==> config.mk <==
export PLATFORM = sky130hd
export DESIGN_NAME = alarm_time_keeper
export DESIGN_NICKNAME = d
export VERILOG_FILES = /design/src/rtl/alarm_time_keeper.sv
export SDC_FILE = /design/constraint.sdc
export NUM_CORES = 1
export LEC_CHECK = 0
export ABC_AREA = 1
export CORE_ASPECT_RATIO = 1.75
export CORE_MARGIN = 2
export CORE_UTILIZATION = 48
export DETAILED_ROUTE_END_ITERATION = 10
export PLACE_DENSITY = 0.89
export SKIP_CTS_REPAIR_TIMING = 1
export SLEW_MARGIN = 20
export SYNTH_ARGS = -nofsm -noshare
export SYNTH_HDL_FRONTEND = slang
export SYNTH_SLANG_ARGS = --single-unit
==> constraint.sdc <==
create_clock -name clk -period 1.5 [get_ports clk]
set_input_delay 0.3 -clock clk [delete_from_list [all_inputs] [get_ports clk]]
set_output_delay 0.3 -clock clk [all_outputs]
set_load 0.03 [all_outputs]
==> src/rtl/alarm_time_keeper.sv <==
// Alarm time register bank plus arming FSM: holds the programmed alarm time,
// compares it with the running clock and rings until dismiss, timeout or disable.
module alarm_time_keeper #(
  parameter int RING_TICKS = 60
) (
  input  logic       clk,
  input  logic       reset,
  input  logic       upsec,
  input  logic       upmin,
  input  logic       uphour,
  input  logic       alarm_en,
  input  logic       dismiss,
  input  logic       tick,
  input  logic [5:0] cur_sec,
  input  logic [5:0] cur_min,
  input  logic [4:0] cur_hour,
  output logic [5:0] alarm_sec,
  output logic [5:0] alarm_min,
  output logic [4:0] alarm_hour,
  output logic       ringing,
  output logic [1:0] fsm_state
);

  localparam int CW = (RING_TICKS > 1) ? $clog2(RING_TICKS) : 1;
  localparam logic [CW-1:0] LAST = CW'(RING_TICKS - 1);

  typedef enum logic [1:0] {
    IDLE    = 2'd0,
    ARMED   = 2'd1,
    RING    = 2'd2,
    HOLDOFF = 2'd3
  } state_t;

  state_t        state, state_next;
  logic [CW-1:0] ring_cnt;
  logic          match;
  logic          timeout;
  logic          edit_en;
  logic          cnt_clear;
  logic          cnt_inc;

  assign match   = (cur_sec == alarm_sec) && (cur_min == alarm_min) && (cur_hour == alarm_hour);
  assign timeout = tick && (ring_cnt == LAST);

  // State register
  always_ff @(posedge clk or posedge reset) begin
    if (reset) state <= IDLE;
    else       state <= state_next;
  end

  // Next-state logic; a low enable overrides every other condition
  always_comb begin
    state_next = state;
    if (!alarm_en) begin
      state_next = IDLE;
    end else begin
      case (state)
        IDLE:    state_next = ARMED;
        ARMED:   if (match) state_next = RING;
        RING:    if (dismiss || timeout) state_next = HOLDOFF;
        HOLDOFF: if (!match) state_next = ARMED;
        default: state_next = IDLE;
      endcase
    end
  end

  // Output / control decode
  always_comb begin
    edit_en   = (state != RING);
    cnt_clear = (state != RING) && (state_next == RING);
    cnt_inc   = (state == RING) && tick;
    fsm_state = state;
  end

  // ringing is registered from the next state so it tracks fsm_state exactly
  always_ff @(posedge clk or posedge reset) begin
    if (reset) ringing <= 1'b0;
    else       ringing <= (state_next == RING);
  end

  always_ff @(posedge clk or posedge reset) begin
    if (reset)          ring_cnt <= '0;
    else if (cnt_clear) ring_cnt <= '0;
    else if (cnt_inc)   ring_cnt <= ring_cnt + 1'b1;
  end

  // Fields wrap independently; no carry between them
  always_ff @(posedge clk or posedge reset) begin
    if (reset) begin
      alarm_sec  <= 6'd0;
      alarm_min  <= 6'd0;
      alarm_hour <= 5'd0;
    end else if (edit_en) begin
      if (upsec)  alarm_sec  <= (alarm_sec  == 6'd59) ? 6'd0 : alarm_sec  + 6'd1;
      if (upmin)  alarm_min  <= (alarm_min  == 6'd59) ? 6'd0 : alarm_min  + 6'd1;
      if (uphour) alarm_hour <= (alarm_hour == 5'd23) ? 5'd0 : alarm_hour + 5'd1;
    end
  end

endmodule

# Word-level counts from Yosys, hierarchy flattened
# Index checks and enable logic that the tools add are counted.
[word_totals]
regBits = 26
latchBits = 0
mem_bits_rw = 0
rom_bits = 0
input_bits = 25
output_inout_bits = 20
mem_count = 0
[classes]
add_sub_neg = 4
multipliers = 0
div_mod_pow = 0
order_cmp = 0
n_eq_ne = 12
shift = 0
n_mux = 10
bitwise_logic = 0
n_reduce_logical = 11
[op_table]
columns = ["cell", "count"]
rows = [
  ["6-bit two-way mux", 4],
  ["6-bit by 1-bit adder with 6-bit output (second input constant)", 3],
  ["6-bit equality test (second input constant)", 3],
  ["6-bit equality test", 2],
  ["2-bit two-way mux", 4],
  ["2-bit case mux with 4 select lines", 1],
  ["2-bit equality test (second input constant)", 3],
  ["2-bit AND reduction", 3],
  ["5-bit by 1-bit adder with 5-bit output (second input constant)", 1],
  ["5-bit equality test", 1],
  ["5-bit equality test (second input constant)", 1],
  ["1-bit logical AND", 5],
  ["5-bit two-way mux", 1],
  ["2-bit by 1-bit equality test with 1-bit output (second input constant)", 1],
  ["2-bit zero test", 1],
  ["2-bit != test (second input constant)", 1],
  ["2-bit nonzero test", 1],
  ["1-bit logical OR", 1],
]

# Logic depth before layout (Yosys ltp)
# Gate-level depths: netlist of the first run.
[logic_depth]
word_depth = 9
ltp_mapped = 12

# Worst setup path before layout of the first run
# Ideal clock, no wire load.
[synth_path]
path_type = "register to register"
startpoint = "reg alarm_min[0]"
endpoint = "reg ring_cnt[0]"
setup_time_ps = 117
arrival_ps = 1401
required_ps = 1383
slack_ps = -18
path_stages_with_launch = 12
path_buffers = 0
cell_sequence = "dfrtp_1 -> inv_2 -> nand2_1 -> nand2_4 -> nor2_2 -> nand2_1 -> nor2_2 -> nand2_2 -> nor2_4 -> nand4_2 -> nand2_1 -> nand2_1"
[synth_via]
elab_chain_len = 9
elab_cells_between_ends = 11
cone_classes = "2 x eq/ne; 5 x mux; 4 x reduce/logical"
[synth_lines]
columns = ["element", "line_no", "text"]
rows = [
  ["start: declaration", "18", "output logic [5:0] alarm_min,"],
  ["start signal: assignment", "95", "if (upmin) alarm_min <= (alarm_min == 6'd59) ? 6'd0 : alarm_min + 6'd1;"],
  ["6-bit equality test (*)", "42", "assign match = (cur_sec == alarm_sec) && (cur_min == alarm_min) && (cur_hour == alarm_hour);"],
  ["1-bit logical AND (*) (2 in a row)", "42", ""],
  ["2-bit two-way mux, on equally long branches", "61, 59", ""],
  ["2-bit case mux with 4 select lines (*)", "57", "case (state)"],
  ["2-bit two-way mux (*)", "54", "if (!alarm_en) begin"],
  ["2-bit equality test (*)", "70", "cnt_clear = (state != RING) && (state_next == RING);"],
  ["1-bit logical AND (*)", "70", ""],
  ["6-bit two-way mux or 2-bit nonzero test (tied branches)", "n/a", ""],
  ["end signal: assignment", "84", "else if (cnt_inc) ring_cnt <= ring_cnt + 1'b1;"],
  ["end: declaration", "35", "logic [CW-1:0] ring_cnt;"],
]
# Mark *: on every way between the ends. The rest lies on a longest branch, timed or not.
# A chain may end at the register's enable or synchronous reset.

# Final worst setup path of the first run
[layout_path]
startpoint = "reg alarm_hour[0]"
endpoint = "reg ring_cnt[3]"
[layout_via]
elab_chain_len = 8
elab_cells_between_ends = 10
cone_classes = "2 x eq/ne; 5 x mux; 3 x reduce/logical"
[layout_lines]
columns = ["element", "line_no", "text"]
rows = [
  ["start: declaration", "19", "output logic [4:0] alarm_hour,"],
  ["start signal: assignment", "96", "if (uphour) alarm_hour <= (alarm_hour == 5'd23) ? 5'd0 : alarm_hour + 5'd1;"],
  ["5-bit equality test (*)", "42", ""],
  ["1-bit logical AND (*)", "42", ""],
  ["2-bit two-way mux, on equally long branches", "61, 59", ""],
  ["2-bit case mux with 4 select lines (*)", "57", ""],
  ["2-bit two-way mux (*)", "54", ""],
  ["2-bit equality test (*)", "70", ""],
  ["1-bit logical AND (*)", "70", ""],
  ["6-bit two-way mux or 2-bit nonzero test (tied branches)", "n/a", ""],
]
# Marked as above.

==> results.py, run 1 <==
metrics = {
    "global_route": {
        "grt_pass1_wl_um": 6180,
        "grt_usage_pct": 22.1,
        "antenna_found_initial": 0,
        "grt_overflow": 0,
        "grt_max_degree": 27,
        "grt_pass1_vias": 1529,
    },
    "sta": {
        "finalCriticalPeriod_ns": 1.51,
        "hold_violations": 0,
        "max_slew_margin_pct": 76.0,
        "rsz0062_at_grt": "yes",
        "skew_ns": 0.00299,
        "fin_crit_sh_pct": 101,
        "slew_viol_final": 0,
        "tightest_slew_ns": 0.357,
        "max_freq_mhz": 663,
        "setup_viol": 3,
        "timing.final.ws_setup_ns": -0.00755,
    },
    "drt": {
        "first_iter_violations": 42,
        "vias_per_cell": 4.96,
        "routed_wl_um": 4070,
        "num_vias": 1628,
        "post_drt_wl_per_cell_um": 12.4,
        "drt-pass1-iter-count": 4,
        "drcViolationCount": 0,
        "postRouteAntennaNets": 0,
    },
    "floorplanning": {
        "placementRows": 27,
        "start_util_pct": 50.4,
        "placeableCoreArea_um2": 3180,
        "ioPinCount": 45,
        "dieArea_um2": 3830,
        "die_w_um": 47.6,
        "die_h_um": 80.4,
    },
    "synthesis": {
        "synth_warnings": 0,
        "ys_seq_elements": 26,
        "yosysSeqAreaShare_pct": 40.7,
        "syn_nets": 247,
        "yosys-top-cells-area": "dfrtp_1 41%, nand2_1 13%, inv_1 8.0%",
        "yosysTopAreaCell": "dfrtp_1",
        "synth.distinct_cells": 24,
        "synthesis.area_um2": 1600,
        "synth_top_area_share_pct": 40.7,
        "avgSynthCellArea_um2": 7.34,
        "synth_cells": 218,
    },
    "worst_setup_path": {
        "max_stage_delay_ns": 0.39,
        "end_kind": "flip-flop",
        "arrival_ns": 1.68,
        "cp_common_cell": "nand2_1",
        "r2r_start": "alarm_hour[0]$_DFFE_PP0P_",
        "cp_data_required_time_ns": 1.67,
        "rr_endpoint": "ring_cnt[3]$_DFFE_PP0P_",
        "cp_max_fo": 6,
        "crit_path_start_kind": "flip-flop",
        "reg2reg_setup_slack_ns": -0.008,
        "crit_chain": "inv_1, nand2_1, nand2_1, nor2_1, nand2_1, nor2_2, nand2_2, nor2_4, nand4_4, nand2_1, inv_1",
        "r2r_cells": 11,
        "slowest_stage": "dfrtp_2",
        "crit_type": "flip-flop to flip-flop",
    },
    "cts": {
        "root_buffer": "clkbuf_8",
        "clockBufferDepth": 2,
        "cts_buffers": 3,
        "cts_tree": "built",
        "htreeDepth": 1,
        "worstSkewPairLatency_ns": 0.27,
        "cts_num_sinks": 26,
        "clkTransAtPathRegs_ns": 0.09,
    },
    "finish": {
        "fillers": 241,
        "synthToLayoutAreaGrowth_pct": 52.0,
        "fin_util_pct": 76.5,
        "insertedDiodeCount": 0,
        "instances_no_fill": 328,
        "drive_gt1_share_pct": 26.0,
        "nets": 316,
        "fin_area_um2": 2430,
    },
    "placed_design": {
        "gp_congestion": 0.755,
        "dp_hpwl_um": 3030,
        "place.port_buffers": 44,
        "place_worst_setup_slack_ns": -0.409,
        "placed_cell_area_um2": 2210,
        "dp.cells": 320,
    },
    "flow_run": {
        "maxCapViolations": 0,
    },
    "outcome": {
        "violations": "setup timing",
        "run_status": "finished with violations",
    },
    "worst_hold_path": {
        "hold_path.class": "primary input to async pin",
    },
    "power": {
        "irDropWorstVdd_mv": 0.985,
        "p_sw_uw": 1660,
        "clockPowerShare_pct": 10.6,
        "p_int_uw": 2040,
        "leakagePower_uw": 0.00145,
        "power_density_nw_per_um2": 1520,
        "power_frac_comb_pct": 57.4,
        "switching_share_pct": 44.9,
        "p_seq_share_pct": 32.1,
    },
}
-- metal layers --
layer / GRT usage (%) / vias up / share of wire, %
met1: 23.8 / 751 / 36
li1: - / 812 / -
met3: 2.47 / 10 / 4.4
met4: 9.46 / 0 / 2.8
met2: 40.3 / 55 / 57
met5: 0 / - / 0
-- worst max-delay path: cells and delay by family, from the launching register on --
kind | cells | cell delay [ns]
DFF | 1 | 0.39
and+or+nand+nor | 9 | 0.88
buffers and inverters | 2 | 0.12
-- synthesized netlist by cell type --
master	instances
nand2_1	56
inv_1	34
dfrtp_1	26
nor2_1	15
nand3_1	13
inv_2	11
nor3_1	7
xnor2_1	7
xor2_1	7
a21oi_1	6
o21ai_0	6
nor2_2	5
ha_1	4
nand4_1	4
or2_2	4
nand2_2	3
nor4_1	2
o22ai_1	2
a21boi_0	1
a31oi_1	1
nand2_4	1
nand4_2	1
nor2_4	1
or2_1	1
-- sequential cells by signal, indices dropped and copies added (netlist names) --
| name | count |
|---|---|
| ringing | 1 |
| alarm_sec | 6 |
| alarm_hour | 5 |
| ring_cnt | 6 |
| alarm_min | 6 |
| fsm_state | 2 |
-- power by group through the flow --
| stage | clock network (uW) | logic [uW] | registers, uW |
|---|---|---|---|
| after floorplan | 0 | 702 | 1610 |
| after global placement | 0 | 1960 | 1190 |
| after detailed placement | 0 | 2020 | 1190 |
| after CTS | 395 | 2030 | 1180 |
| after global routing | 415 | 2320 | 1220 |
| final | 392 | 2120 | 1190 |
-- final cells by class --
cell class,instances,area [um^2],share of cell area [%]
Inverter,45,169,6.95
Sequential cell,26,657,27.0
Tap cell,43,53.8,2.21
Timing Repair Buffer,64,656,27.0
Multi-Input combinational cell,147,853,35.1
Clock buffer,3,41.3,1.70
-- worst max-delay path by stage --
stage | from | to | slack [ns] | depth (start not counted)
final | alarm_hour[0]$_DFFE_PP0P_ | ring_cnt[3]$_DFFE_PP0P_ | -0.008 | 11
after global routing | alarm_min[1]$_DFFE_PP0P_ | ring_cnt[1]$_DFFE_PP0P_ | -0.15 | 8
after CTS | alarm_sec[0]$_DFFE_PP0P_ | alarm_sec[0] | -0.25 | 2
after floorplan | alarm_sec[0]$_DFFE_PP0P_ | ring_cnt[0]$_DFFE_PP0P_ | 0.005 | 7
after detailed placement | cur_min[0] | ring_cnt[0]$_DFFE_PP0P_ | -0.41 | 12
after global placement | cur_min[0] | ring_cnt[0]$_DFFE_PP0P_ | -0.36 | 12
-- cells in the final DEF (no fill, tap or decap), drive strengths merged, types with 7 or more instances in the layout --
cell type      instances
xor2                   7
xnor2                  7
nor3                   7
clkdlybuf4s50         18
buf                   20
nand3                 13
nor2                  21
dfrtp                 26
dlymetal6s2s          26
nand2                 60
inv                   45
-- through the flow --
stage / TNS (ns) / total power (uW) / hold WS, ns
finish: -0.0200 / 3700 / 0.378
global route: -1.02 / 3950 / 0.425
CTS: -4.13 / 3600 / 0.386
detailed placement: -3.24 / 3210 / 0.578
global placement: -2.76 / 3150 / 0.557
floorplan: 0 / 2310 / 0.340
-- cells by family (layout without fill, tap and decap cells) --
family	count (synthesis)	count (layout)	synth area share, %
simple gates	113	113	32.5
buf+inv	45	112	10.6
flops	26	26	40.7
compound gates	16	16	5.40
xor+xnor	14	14	7.67
fa+ha+maj	4	4	3.13
Power figures use the tool's default switching activity.
==> inputs of run 2 (changes only) <==
--- a/config.mk
+++ b/config.mk
@@ -6,6 +6,7 @@
 export NUM_CORES = 1
 export LEC_CHECK = 0
 export ABC_AREA = 1
+export ABC_CLOCK_PERIOD_IN_PS = 1500
 export CORE_ASPECT_RATIO = 1.75
 export CORE_MARGIN = 2
 export CORE_UTILIZATION = 48
==> results of run 2 <==
Same layout as run 1: the final DEF is identical, and so are final timing and power.
==> inputs of run 3 (changes only) <==
--- a/config.mk
+++ b/config.mk
@@ -11,6 +11,7 @@
 export CORE_MARGIN = 2
 export CORE_UTILIZATION = 48
 export DETAILED_ROUTE_END_ITERATION = 10
+export GPL_TIMING_DRIVEN = 0
 export PLACE_DENSITY = 0.89
 export SKIP_CTS_REPAIR_TIMING = 1
 export SLEW_MARGIN = 20
==> run 3 against run 2 <==
The run still ends with setup timing left. Fmax shrank 3.3%. Count of clock-buffer cells in the layout grew 1. Combinational power shrank 9%.
==> results.py, run 3 (synthesized netlist as in run 1, its figures left out) <==
metrics = {
    "outcome": {
        "run_status": "finished with violations",
        "violations": "setup timing",
    },
    "sta": {
        "slew_viol_final": 0,
        "hold_violations": 0,
        "timing.final.ws_setup_ns": -0.0591,
        "setup_tns_ns": -0.161,
        "fin_crit_sh_pct": 104,
        "tightest_slew_ns": 0.991,
        "setup_viol": 6,
        "skew_ns": 0.00361,
        "max_slew_margin_pct": 33.9,
        "rsz0062_at_grt": "yes",
        "finalCriticalPeriod_ns": 1.56,
        "whs_ns": 0.516,
        "max_freq_mhz": 641,
    },
    "cts": {
        "clkTransAtPathRegs_ns": 0.09,
        "htreeDepth": 1,
        "cts_tree": "built",
        "cts_buffers": 3,
        "cts_num_sinks": 26,
        "clockBufferDepth": 2,
        "root_buffer": "clkbuf_8",
        "worstSkewPairLatency_ns": 0.28,
    },
    "finish": {
        "layout_common_cells": "48 x nand2_1, 28 x inv_1, 24 x dlymetal6s2s_1",
        "fillers": 256,
        "insertedDiodeCount": 0,
        "drive_gt1_share_pct": 21.4,
        "reg.largest.list": "alarm_min x6, alarm_sec x6, ring_cnt x6",
        "synthToLayoutAreaGrowth_pct": 45.1,
        "nets": 301,
        "seq_area_um2": 657,
        "instances_no_fill": 314,
        "multiInputGateArea_um2": 848,
        "mostFrequentLayoutCell": "nand2_1",
    },
    "worst_hold_path": {
        "min_from": "alarm_hour[4]$_DFFE_PP0P_",
        "hold_path.class": "flip-flop to flip-flop",
        "holdPathStages": 1,
        "whs_endpoint": "alarm_hour[4]$_DFFE_PP0P_",
    },
    "placed_design": {
        "dp_hpwl_um": 2920,
        "place.port_buffers": 44,
        "place_worst_setup_slack_ns": -0.519,
        "dp.cells": 305,
        "gp_congestion": 0.775,
    },
    "power": {
        "fin_total_pwr_uw": 3610,
        "irDropWorstVdd_mv": 0.799,
        "power_density_nw_per_um2": 1550,
        "leakagePower_uw": 0.00136,
    },
    "worst_setup_path": {
        "cp_max_fo": 6,
        "cp_data_required_time_ns": 1.67,
        "cp_top_family": "simple AND/OR/NAND/NOR gates",
        "reg2reg_setup_slack_ns": -0.06,
        "crit_path_start_kind": "flip-flop",
        "cp_num_buf_inv": 0,
        "end_kind": "flip-flop",
        "rr_endpoint": "ring_cnt[0]$_DFFE_PP0P_",
        "crit_type": "flip-flop to flip-flop",
        "slowest_stage": "dfrtp_1",
        "r2r_start": "alarm_sec[1]$_DFFE_PP0P_",
        "cp_common_cell": "nand2_1",
        "arrival_ns": 1.73,
        "r2r_cells": 7,
        "max_stage_delay_ns": 0.44,
        "crit_chain": "xor2_1, nor3_2, nand2_1, nor2_4, nand4_4, nand2_2, nand2_1",
    },
    "floorplanning": {
        "placeableCoreArea_um2": 3180,
        "start_util_pct": 50.4,
        "die_w_um": 47.6,
        "dieArea_um2": 3830,
        "ioPinCount": 45,
        "placementRows": 27,
        "die_h_um": 80.4,
    },
    "drt": {
        "first_iter_violations": 34,
        "postRouteAntennaNets": 0,
        "drt-pass1-iter-count": 4,
        "post_drt_wl_per_cell_um": 12.5,
        "vias_per_cell": 5.10,
        "drcViolationCount": 0,
        "routed_wl_um": 3930,
        "num_vias": 1600,
    },
    "global_route": {
        "antenna_found_initial": 0,
        "grt_pass1_wl_um": 6040,
        "grt_overflow": 0,
        "grt_max_degree": 27,
        "grt_usage_pct": 21.8,
        "grt_pass1_vias": 1512,
    },
    "flow_run": {
        "maxCapViolations": 0,
    },
}
-- run 3: cell types whose count changed in the layout (fill, tap and decap cells not counted) --
cell	before	now
dlymetal6s2s_1	26	24
nand3_2	2	0
inv_2	15	17
nand3_1	11	13
nor2_1	12	14
clkbuf_8	3	4
nor2_2	7	3
buf_4	20	5
clkdlybuf4s50_1	18	20
inv_1	30	28
nor2_4	2	4
-- run 3: report_power, final --
| group | total (uW) | internal, uW | switching, uW |
|---|---|---|---|
| Clock | 462 | 235 | 227 |
| Combinational | 1920 | 808 | 1110 |
| Sequential | 1220 | 931 | 294 |
-- run 3: stage by stage --
stage	cell area [um^2]	utilization [%]
3_5_place_dp	2100	66.0
5_1_grt	2320	73.1
2_1_floorplan	1600	-
4_1_cts	2150	67.7
6_report	2320	73.1
3_3_place_gp	2100	66.0
-- run 3: per-layer routing --
| metal | up-vias | part of all wire (%) | wire length (um) | global-route usage (%) |
|---|---|---|---|---|
| met5 | - | 0 | 0 | 0 |
| met4 | 0 | 3.3 | 129 | 10.3 |
| met3 | 11 | 3.8 | 150 | 2.02 |
| met2 | 45 | 56 | 2210 | 39.6 |
| met1 | 763 | 37 | 1430 | 23.4 |
| li1 | 781 | - | - | - |
-- run 3: final cells by class --
type | instances | area share, %
multi-input cells | 147 | 36.5
flip-flops and latches | 26 | 28.3
repair buffers | 49 | 23.2
inverters | 45 | 7.28
clock buffers | 4 | 2.37
well taps | 43 | 2.32
-- run 3: worst max-delay path by stage --
stage | start | endpoint | cells after the start | slack [ns]
2_1_floorplan | alarm_sec[0]$_DFFE_PP0P_ | ring_cnt[0]$_DFFE_PP0P_ | 7 | 0.005
3_3_place_gp | cur_sec[3] | ring_cnt[0]$_DFFE_PP0P_ | 10 | -0.41
3_5_place_dp | cur_sec[3] | ring_cnt[0]$_DFFE_PP0P_ | 10 | -0.52
4_1_cts | alarm_hour[4]$_DFFE_PP0P_ | alarm_hour[4] | 1 | -0.28
5_1_grt | alarm_hour[1]$_DFFE_PP0P_ | ring_cnt[0]$_DFFE_PP0P_ | 11 | -0.18
6_report | alarm_sec[1]$_DFFE_PP0P_ | ring_cnt[0]$_DFFE_PP0P_ | 7 | -0.06
